**src/rtl/hdlc_pkg.sv**
```systemverilog
// -----------------------------------------------------------------------------
// hdlc_pkg
// Shared definitions for the HDLC transmit scheduler:
//   - HDLC register addresses (Tx_SC control/status, Tx_Buff data)
//   - Tx_SC command bit positions and the command bytes built from them
//   - scheduler FSM state encoding
// -----------------------------------------------------------------------------
package hdlc_pkg;

  localparam logic [2:0] TX_SC_ADDR   = 3'd0;
  localparam logic [2:0] TX_BUFF_ADDR = 3'd1;

  localparam int unsigned TX_ENABLE_BIT     = 32'd1;
  localparam int unsigned TX_ABORTFRAME_BIT = 32'd2;

  // Builds a Tx_SC write value with a single command bit set.
  function automatic logic [7:0] tx_sc_cmd(input int unsigned bit_pos);
    return 8'd1 << bit_pos;
  endfunction

  localparam logic [7:0] TX_SC_ENABLE = tx_sc_cmd(TX_ENABLE_BIT);     // 8'h02
  localparam logic [7:0] TX_SC_ABORT  = tx_sc_cmd(TX_ABORTFRAME_BIT); // 8'h04

  typedef enum logic [2:0] {
    IDLE      = 3'd0,
    LOAD      = 3'd1,
    DRAIN     = 3'd2,
    START     = 3'd3,
    WAIT_DONE = 3'd4,
    ABORT     = 3'd5,
    RESP      = 3'd6
  } tx_sched_state_t;

endpackage

```
**src/rtl/hdlc_tx_scheduler_rr_arbiter.sv**
```systemverilog
// -----------------------------------------------------------------------------
// rr_arbiter
// Stateless round-robin arbiter. The search starts at (last_owner_i + 1)
// modulo N_REQ and wraps; the first active request wins.
// Ports:
//   req_i        request vector
//   last_owner_i index of the previous owner (held by the caller)
//   en_i         when low the grant is all-zero
//   grant_o      one-hot grant, all-zero if disabled or no request
// -----------------------------------------------------------------------------
module rr_arbiter #(
  parameter int N_REQ = 2,
  localparam int IDX_W = (N_REQ > 1) ? $clog2(N_REQ) : 1
) (
  input  logic [N_REQ-1:0] req_i,
  input  logic [IDX_W-1:0] last_owner_i,
  input  logic             en_i,
  output logic [N_REQ-1:0] grant_o
);

  int   idx_s;
  logic found_s;

  // Rotating priority search, first hit after the previous owner.
  always_comb begin
    grant_o = '0;
    found_s = 1'b0;
    idx_s   = 0;
    for (int k = 1; k <= N_REQ; k++) begin
      idx_s = (int'(last_owner_i) + k) % N_REQ;
      if (en_i && !found_s && req_i[IDX_W'(idx_s)]) begin
        grant_o[IDX_W'(idx_s)] = 1'b1;
        found_s                = 1'b1;
      end else begin
        found_s = found_s;
      end
    end
  end

endmodule

```
**src/rtl/hdlc_tx_scheduler.sv**
```systemverilog
// -----------------------------------------------------------------------------
// hdlc_tx_scheduler
// Arbitrates N_REQ byte-stream requesters for one HDLC transmitter, copies
// the granted frame byte by byte into Tx_Buff, starts transmission, waits
// for completion and reports Done/Error to the owner. Handles requester
// abort, Tx buffer overflow and a stuck-transmitter watchdog.
// Ports:
//   Clk, Rst                 clock, asynchronous active-low reset
//   Req_Valid/Data/Last/Abort requester byte stream and abort level
//   Req_Ready                byte accepted when Valid && Ready (owner only)
//   Grant                    one-hot current owner, zero when idle
//   Req_Done/Req_Error       one-cycle completion pulse and its error flag
//   Address/Data_In/WriteEnable  registered HDLC register write bus
//   Tx_Done, Tx_AbortedTrans HDLC transmitter status
// -----------------------------------------------------------------------------
module hdlc_tx_scheduler
  import hdlc_pkg::*;
#(
  parameter int          N_REQ     = 2,
  parameter int          MAX_FRAME = 126,
  parameter logic [15:0] TIMEOUT   = 16'd65535
) (
  input  logic               Clk,
  input  logic               Rst,
  input  logic [N_REQ-1:0]   Req_Valid,
  input  logic [N_REQ*8-1:0] Req_Data,
  input  logic [N_REQ-1:0]   Req_Last,
  input  logic [N_REQ-1:0]   Req_Abort,
  output logic [N_REQ-1:0]   Req_Ready,
  output logic [N_REQ-1:0]   Grant,
  output logic [N_REQ-1:0]   Req_Done,
  output logic [N_REQ-1:0]   Req_Error,
  output logic [2:0]         Address,
  output logic [7:0]         Data_In,
  output logic               WriteEnable,
  input  logic               Tx_Done,
  input  logic               Tx_AbortedTrans
);

  localparam int         IDX_W     = (N_REQ > 1) ? $clog2(N_REQ) : 1;
  localparam logic [6:0] MAX_CNT   = 7'(MAX_FRAME);
  localparam logic [15:0] WD_LAST  = TIMEOUT - 16'd1;

  tx_sched_state_t  state_q, state_d;
  logic [N_REQ-1:0] grant_q, grant_d;
  logic [N_REQ-1:0] ready_q, ready_d;
  logic [N_REQ-1:0] done_q, done_d;
  logic [N_REQ-1:0] error_q, error_d;
  logic [IDX_W-1:0] owner_q, owner_d;
  logic [IDX_W-1:0] last_owner_q, last_owner_d;
  logic [6:0]       count_q, count_d;
  logic             err_q, err_d;
  logic [15:0]      wd_q, wd_d;
  logic [2:0]       addr_q, addr_d;
  logic [7:0]       data_q, data_d;
  logic             we_q, we_d;
  logic             txd_prev_q;

  logic [N_REQ-1:0] arb_grant_s;
  logic [IDX_W-1:0] arb_idx_s;
  logic             own_acc_s;
  logic             own_last_s;
  logic             own_abort_s;
  logic [7:0]       own_data_s;
  logic             tx_rise_s;
  logic             wd_expired_s;

  rr_arbiter #(.N_REQ(N_REQ)) u_arb (
    .req_i        (Req_Valid),
    .last_owner_i (last_owner_q),
    .en_i         ((state_q == IDLE) && Tx_Done),
    .grant_o      (arb_grant_s)
  );

  // One-hot arbiter grant to owner index.
  always_comb begin
    arb_idx_s = '0;
    for (int i = 0; i < N_REQ; i++) begin
      if (arb_grant_s[IDX_W'(i)]) begin
        arb_idx_s = IDX_W'(i);
      end else begin
        arb_idx_s = arb_idx_s;
      end
    end
  end

  // Owner-side views; non-owner inputs never reach the FSM.
  always_comb begin
    own_acc_s    = Req_Valid[owner_q] & ready_q[owner_q];
    own_last_s   = Req_Last[owner_q];
    own_abort_s  = Req_Abort[owner_q];
    own_data_s   = Req_Data[{owner_q, 3'b000} +: 8];
    tx_rise_s    = Tx_Done & ~txd_prev_q;
    // wd_q counts WAIT_DONE cycles already spent; this is the TIMEOUT-th one.
    wd_expired_s = (wd_q == WD_LAST);
  end

  // Scheduler next-state, bus write and handshake decode.
  always_comb begin
    state_d      = state_q;
    grant_d      = grant_q;
    owner_d      = owner_q;
    last_owner_d = last_owner_q;
    count_d      = count_q;
    err_d        = err_q;
    wd_d         = wd_q;
    addr_d       = addr_q;
    data_d       = data_q;
    we_d         = 1'b0;
    done_d       = '0;
    error_d      = '0;
    ready_d      = '0;

    case (state_q)
      IDLE: begin
        if (Tx_Done && (|Req_Valid)) begin
          grant_d = arb_grant_s;
          owner_d = arb_idx_s;
          count_d = 7'd0;
          err_d   = 1'b0;
          state_d = LOAD;
        end else begin
          state_d = IDLE;
        end
      end
      LOAD: begin
        // Abort wins over a byte offered in the same cycle.
        if (own_abort_s) begin
          we_d    = 1'b1;
          addr_d  = TX_SC_ADDR;
          data_d  = TX_SC_ABORT;
          err_d   = 1'b1;
          state_d = RESP;
        end else if (own_acc_s) begin
          if (count_q == MAX_CNT) begin
            we_d    = 1'b1;
            addr_d  = TX_SC_ADDR;
            data_d  = TX_SC_ABORT;
            err_d   = 1'b1;
            state_d = own_last_s ? RESP : DRAIN;
          end else begin
            we_d    = 1'b1;
            addr_d  = TX_BUFF_ADDR;
            data_d  = own_data_s;
            count_d = count_q + 7'd1;
            state_d = own_last_s ? START : LOAD;
          end
        end else begin
          state_d = LOAD;
        end
      end
      DRAIN: begin
        if (own_acc_s && own_last_s) begin
          state_d = RESP;
        end else begin
          state_d = DRAIN;
        end
      end
      START: begin
        we_d    = 1'b1;
        addr_d  = TX_SC_ADDR;
        data_d  = TX_SC_ENABLE;
        wd_d    = 16'd0;
        state_d = WAIT_DONE;
      end
      WAIT_DONE: begin
        if (own_abort_s || wd_expired_s) begin
          we_d    = 1'b1;
          addr_d  = TX_SC_ADDR;
          data_d  = TX_SC_ABORT;
          state_d = ABORT;
        end else if (Tx_AbortedTrans) begin
          err_d   = 1'b1;
          state_d = RESP;
        end else if (tx_rise_s) begin
          state_d = RESP;
        end else begin
          wd_d    = (wd_q == 16'hFFFF) ? wd_q : (wd_q + 16'd1);
          state_d = WAIT_DONE;
        end
      end
      ABORT: begin
        if (Tx_AbortedTrans || Tx_Done) begin
          err_d   = 1'b1;
          state_d = RESP;
        end else begin
          state_d = ABORT;
        end
      end
      RESP: begin
        state_d = IDLE;
      end
      default: begin
        state_d = IDLE;
        grant_d = '0;
      end
    endcase

    // Done/Error are registered from the transition into RESP, so they are
    // visible during the RESP cycle, at the same time Grant drops.
    if ((state_d == RESP) && (state_q != RESP)) begin
      done_d       = grant_q;
      error_d      = err_d ? grant_q : '0;
      grant_d      = '0;
      last_owner_d = owner_q;
    end else begin
      done_d  = '0;
      error_d = '0;
    end

    if ((state_d == LOAD) || (state_d == DRAIN)) begin
      ready_d = grant_d;
    end else begin
      ready_d = '0;
    end
  end

  // State and registered outputs.
  always_ff @(posedge Clk or negedge Rst) begin
    if (!Rst) begin
      state_q      <= IDLE;
      grant_q      <= '0;
      ready_q      <= '0;
      done_q       <= '0;
      error_q      <= '0;
      owner_q      <= '0;
      last_owner_q <= IDX_W'(N_REQ - 1);
      count_q      <= 7'd0;
      err_q        <= 1'b0;
      wd_q         <= 16'd0;
      addr_q       <= 3'd0;
      data_q       <= 8'd0;
      we_q         <= 1'b0;
      txd_prev_q   <= 1'b0;
    end else begin
      state_q      <= state_d;
      grant_q      <= grant_d;
      ready_q      <= ready_d;
      done_q       <= done_d;
      error_q      <= error_d;
      owner_q      <= owner_d;
      last_owner_q <= last_owner_d;
      count_q      <= count_d;
      err_q        <= err_d;
      wd_q         <= wd_d;
      addr_q       <= addr_d;
      data_q       <= data_d;
      we_q         <= we_d;
      txd_prev_q   <= Tx_Done;
    end
  end

  assign Grant       = grant_q;
  assign Req_Ready   = ready_q;
  assign Req_Done    = done_q;
  assign Req_Error   = error_q;
  assign Address     = addr_q;
  assign Data_In     = data_q;
  assign WriteEnable = we_q;

endmodule
```
**config.mk**
```make
export PLATFORM = sky130hd
export DESIGN_NAME = hdlc_tx_scheduler
export DESIGN_NICKNAME = d
export VERILOG_FILES = /design/src/rtl/hdlc_pkg.sv /design/src/rtl/hdlc_tx_scheduler_rr_arbiter.sv /design/src/rtl/hdlc_tx_scheduler.sv
export SDC_FILE = /design/constraint.sdc
export NUM_CORES = 1
export LEC_CHECK = 0
export CAP_MARGIN = 30
export CORE_MARGIN = 2
export CORE_UTILIZATION = 44
export CTS_CLUSTER_SIZE = 8
export DETAILED_ROUTE_END_ITERATION = 10
export GPL_ROUTABILITY_DRIVEN = 0
export PLACE_DENSITY = 0.69
export REMOVE_ABC_BUFFERS = 1
export SLEW_MARGIN = 20
export SYNTH_ARGS = -nofsm -noshare
export SYNTH_HDL_FRONTEND = slang
export SYNTH_SLANG_ARGS = --single-unit
export TNS_END_PERCENT = 30
```
**constraint.sdc**
```tcl
create_clock -name Clk -period 2.22 [get_ports Clk]
set_input_delay 0.444 -clock Clk [delete_from_list [all_inputs] [get_ports Clk]]
set_output_delay 0.444 -clock Clk [all_outputs]
set_load 0.1 [all_outputs]
```
; ---- Word level (Yosys, flattened, before mapping)
; Cells that the tools add are included.
[word_totals]
register_bits = 49
inputBits = 26
out_inout_bits = 20
[classes]
n_addsub = 4
magnitude_cmp = 4
eq_ne = 23
mux = 62
bitwise = 4
n_reduce_logical = 22
[op_table]
columns = cell, count
row1 = 16-bit 2-to-1 mux, 4
row2 = 16-bit equality test (second input constant), 2
row3 = 8-bit 2-to-1 mux, 4
row4 = 16-bit case mux with 2 select lines, 1
row5 = 7-bit 2-to-1 mux, 4
row6 = 2-bit 2-to-1 mux, 13
row7 = 3-bit 2-to-1 mux, 8
row8 = 8-bit case mux with 3 select lines, 1
row9 = 1-bit 2-to-1 mux, 19
row10 = 3-bit case mux with 6 select lines, 1
row11 = 16-bit by 1-bit adder with 16-bit output (second input constant), 1
row12 = 2-bit != test (second input constant), 8
row13 = 7-bit case mux with 2 select lines, 1
row14 = 3-bit equality test (second input constant), 4
row15 = 5-bit AND reduction, 2
row16 = 3-bit by 2-bit equality test with 1-bit output (second input constant), 3
row17 = 1-bit logical AND, 9
row18 = 3-bit case mux with 3 select lines, 1
row19 = 7-bit by 1-bit adder with 7-bit output (second input constant), 1
row20 = 7-bit equality test (second input constant), 1
row21 = 3-bit by 1-bit equality test with 1-bit output (second input constant), 2
row22 = 1-bit by 3-bit < comparator with 1-bit output (second input constant), 2
row23 = 3-bit != test (second input constant), 2
row24 = 6-bit OR reduction, 1
row25 = 17 further kinds, 24

; ---- Logic depth before layout (Yosys ltp)
[logic_depth]
depth_word = 14
ltp_mapped = 9
depth_no_buf = 7

; ---- Modules after synthesis
; Synthesis repeated with hierarchy kept, for this count alone.
[unflattened]
hier_cells = 261
area_unflattened_um2 = 2605.0
[by_module_without_submodules]
columns = mod, n_inst, cells_each, area_each_um2, seq_area_each_um2
row1 = hdlc_tx_scheduler, 1, 258, 2587.5, 1177.4
row2 = rr_arbiter, 1, 3, 17.5, 0.0

; ---- Worst setup path before layout
; OpenSTA, ideal clock, no wires.
[synth_path]
kind = flip-flop to flip-flop
start = register ready_q[0], in the netlist Req_Ready[0]
end = register count_q[6]
setup_time_ns = 0.066
arrival_ns = 2.056
path_slack_ns = 0.098
path_stages_with_launch = 6
synth_period_minus_slack_ns = 2.122
path_cell_list = dfrtp_1 -> nand2_1 -> a2111oi_4 -> nand3_2 -> or4_1 -> nand2_1
[synth_between]
elab_chain_cells = 3
[synth_rtl]
columns = item, line
row1 = start: declaration, hdlc_tx_scheduler.sv:46  ; logic [N_REQ-1:0] ready_q, ready_d;
row2 = start signal: assignment, hdlc_tx_scheduler.sv:238  ; ready_q <= ready_d;
row3 = 1-bit AND, hdlc_tx_scheduler.sv:89  ; own_acc_s = Req_Valid[owner_q] & ready_q[owner_q];
row4 = 2-bit != test (no source line), --
row5 = 5-bit AND reduction (no source line), --
row6 = end signal: assignment, hdlc_tx_scheduler.sv:243  ; count_q <= count_d;
row7 = end: declaration, hdlc_tx_scheduler.sv:51  ; logic [6:0] count_q, count_d;
; No other way between the ends.
; A chain may end at the register's enable or synchronous reset.

; ---- Final worst setup path
[layout_path]
start = register wd_q[0]
end = register wd_q[12]
[layout_between]
elab_chain_cells = 6
[layout_rtl]
columns = item, line
row1 = start: declaration, hdlc_tx_scheduler.sv:53  ; logic [15:0] wd_q, wd_d;
row2 = start signal: assignment, hdlc_tx_scheduler.sv:245  ; wd_q <= wd_d;
row3 = 16-bit by 1-bit adder with 16-bit output, hdlc_tx_scheduler.sv:178  ; wd_d = (wd_q == 16'hFFFF) ? wd_q : (wd_q + 16'd1);
row4 = 16-bit 2-to-1 mux, hdlc_tx_scheduler.sv:178
row5 = 16-bit 2-to-1 mux, hdlc_tx_scheduler.sv:175  ; end else if (tx_rise_s) begin
row6 = 16-bit 2-to-1 mux, hdlc_tx_scheduler.sv:172  ; end else if (Tx_AbortedTrans) begin
row7 = 16-bit 2-to-1 mux, hdlc_tx_scheduler.sv:167  ; if (own_abort_s || wd_expired_s) begin
row8 = 16-bit case mux with 2 select lines, hdlc_tx_scheduler.sv:114  ; case (state_q)
; Several ways; a longest one is shown, not always the timed one. The select of a mux whose other input is x is not followed.

==> impl_summary.log <==
[metrics] Die Area: 0.00636 mm2
[metrics] Critical Path Start Type: register
[metrics] top layer reached by signal wires: met3
[metrics] starting density of the core: between 40% and 50%
[metrics] Static Leakage: between 1 and 1.5 nW
[metrics] synthesized instance count: 255
[metrics] timing-limited maximum frequency: 473 MHz
[metrics] async set or reset register ratio after synthesis: 100%
[metrics] detailed placer's ending HPWL: 4.24 mm
[metrics] met2 routed wirelength: 2.86 mm
[metrics] library cell contributing the largest single delay on the critical path: or4_4
[metrics] cell count of the worst reg-to-reg path: 7
[metrics] YS warnings: 0
[metrics] sequential element share of the synthesized area: ~47%
[metrics] PortBufs: 33
[metrics] worst-skew pair later-pin latency: 310 ps
[metrics] biggest area consumer among synthesized cells: dfrtp_1
[metrics] top_reg_cell synth: dfrtp_1
[metrics] Seq cells post-synth: 47
[metrics] nature of the critical path endpoint: register
[metrics] crit path DAT: 2340 ps
[metrics] wire length of the first global-routing pass: 9.79 mm
[metrics] DRT iter0 DRCs: 105
[metrics] number of antenna violations at the first check in global routing: 0
[metrics] cell types occupying the most area after synthesis: dfrtp_1, o31ai_1, nor2_1
[metrics] number of H-tree levels: 2
[metrics] clock-pin transition on the worst setup and hold timing paths: about 110 ps
[metrics] Max-Slew Margin vs Limit: 61.5%
[metrics] Worst VDD drop: about 0.76 mV
[metrics] startpoint of the worst setup timing path: wd_q[0]
[metrics] count of maximum capacitance violations: 0
[metrics] total vias in the final route: approximately 2200
[metrics] diode count: 0
[metrics] # placed instances: ~380
[metrics] height of the die: 79.8 um
[metrics] clk buf depth: 2
[metrics] status: finished, final reports clean
[metrics] Congestion Overflow GR: 0
[metrics] overall die width: 79.8 um
[metrics] clock tree from TritonCTS: built
[metrics] Worst R2R End: wd_q[12]
[metrics] io pins: 46
[metrics] power density over the cells: around 830 mW/mm2
[metrics] Crit Path Category: reg -> reg
[metrics] routed length on met1: between 2 and 3 mm
[metrics] maximum fanout along the worst path: 8
[metrics] worst slew pin tran: 578 ps
[metrics] CTS buffer count: 5
[metrics] met3 wire length: 222 um
[metrics] most frequent cells after synthesis: dfrtp_1, nor2_1, nand2_1, a21oi_1
[metrics] number of search-and-repair iterations in the first detailed-routing pass: 4
[metrics] Root Driver: clkbuf_8
[metrics] area inside the core boundary: between 0.005 and 0.006 mm2
[metrics] Pwr Total: 0.00273 W
[metrics] maximum number of pins on one net before global-route repair: 48
[metrics] routed wire length: 5.78 mm
[metrics] timing endpoint of the critical path: wd_q[12]
[metrics] ratio of cells with drive above 1 in the final layout: approximately 27%
[metrics] routed length per placed instance: 14.7 um
[metrics] Final Cycle Share: 95.3%
[metrics] critical path's largest stage delay: roughly 560 ps
[metrics] number of nets in the finished design: 350
[metrics] number of global-route vias before repair: 2162
[metrics] average vias per placed instance: 5.56
[metrics] worst r2r src: wd_q[0]
[metrics] Total GRT Usage: about a fifth
[metrics] Remaining DRCs: 0
[metrics] number of hold violations in the final report: 0
[metrics] FILL cells: between 500 and 600
[metrics] Cell variety after synth: 57
[metrics] area added between synthesis and finish: 29.5%
[metrics] Post-Syn Area per Cell: roughly 9.9 um2
[metrics] netlist area before placement: 0.00253 mm2
[metrics] cell row count: 27
[metrics] endpoints failing setup: 0
[metrics] Max Slew Vio Count: 0
[metrics] cell with the most instances after synthesis: dfrtp_1
[metrics] EDFF count, synth: 0
[metrics] Synth top area share: 45.6%
[metrics] shortest period the worst path allows: 2120 ps
[metrics] final cell count without fillers: 393
[metrics] min-delay worst type: in -> async
[metrics] clk_skew: 18.7 ps
[metrics] data required time of the worst path: 2440 ps
[metrics] number of routed nets with antenna violations: 0
[metrics] register-to-register setup slack: 100 ps
[metrics] setup repair after global routing missed its margin: true
[metrics] TritonCTS sink count: 47
[metrics] worst path cell trace: inv_1 -> ha_1 -> and4_1 -> a41oi_4 -> o2111ai_4 -> or4_4 -> a21oi_2
[metrics] final design utilization: about three fifths
critical path, delay by kind of cell, from the launching register on:
kind / cells / cell delay (ps)
adder cells (fa/ha/maj): 1 / 180
AO/OA/AOI/OAI: 3 / 650
flip-flops: 1 / 360
AND/OR/NAND/NOR: 2 / 800
buffers and inverters: 1 / 40
how the worst min path moves through the flow:
stage	startpoint	end	slack (ps)	depth (start not counted)
6_report	Rst	WriteEnable	220	2
5_1_grt	Rst	wd_q[0]	260	2
4_1_cts	Rst	state_q[0]	230	2
3_5_place_dp	Address[0]	Address[0]	470	1
3_3_place_gp	Address[0]	Address[0]	470	1
2_1_floorplan	Rst	Address[0]	150	0
final cells by class:
| type | instances | area (um2) | area share, % |
|---|---|---|---|
| multi-input cells | 187 | 1300 | 39.8 |
| flip-flops and latches | 47 | 1180 | 36.0 |
| repair buffers | 72 | 577 | 17.6 |
| well taps | 72 | 90.1 | 2.75 |
| clock buffers | 5 | 68.8 | 2.10 |
| clock inverters | 3 | 31.3 | 0.956 |
| inverters | 7 | 26.3 | 0.803 |
registers in the layout, summed over array words and instances (netlist names):
name	count
Req_Ready	2
err_q	1
Req_Done	2
Req_Error	2
WriteEnable	1
Grant	2
txd_prev_q	1
wd_q	16
count_q	7
state_q	3
Address	1
Data_In	8
last_owner_q	1
report_power, final:
group,switching (W),internal (W)
combinational,0.000687,0.000450
sequential,0.0000731,0.000946
clock,0.000332,0.000242
total,0.00109,0.00164
stage by stage:
step	hold slack, ps	TNS, ps	cell area [um2]	worst slack (ps)
after floorplan	148	-144	2440	-144
after global placement	468	-375	3080	-109
after detailed placement	467	-447	3080	-81.0
after CTS	235	0	3190	7.89
after global routing	261	-5.92	3270	-5.92
final	216	0	3270	104
logic make-up (layout without fill, tap and decap cells):
logic type | count (synthesis) | count (layout) | share of synthesized area, %
buffers and inverters | 22 | 87 | 4.75
adder cells (fa/ha/maj) | 4 | 4 | 1.98
flip-flops | 47 | 47 | 46.6
AND/OR/NAND/NOR | 109 | 109 | 24.7
AO/OA/AOI/OAI | 65 | 65 | 19.3
other | 1 | 2 | 0.148
multiplexers | 2 | 2 | 0.842
XOR/XNOR | 5 | 5 | 1.73
layer usage:
metal,up-vias,global-route usage [%]
li1,1078,-
met1,1074,25.9
met2,35,32.4
met3,0,3.62
met4,0,2.71
met5,-,0
cell usage in the layout (no fill, tap or decap), types with 6 or more instances in the layout:
cell type | netlist | final
a21oi_1 | 14 | 12
a22o_1 | 6 | 6
and4_1 | 6 | 6
buf_4 | 2 | 56
clkdlybuf4s50_1 | 0 | 14
dfrtp_1 | 46 | 46
inv_1 | 7 | 7
nand2_1 | 19 | 19
nand3_1 | 11 | 11
nor2_1 | 21 | 20
nor3_1 | 7 | 7
o21ai_0 | 7 | 7
o31ai_1 | 11 | 11
or4_1 | 10 | 9
repair_timing:
action	in CTS	in global routing
hold buffers	0	0
setup endpoints to repair	1	23
buffers inserted	0	2
pin swaps	0	2
resized for setup	1	13
Power figures use the tool's default switching activity.
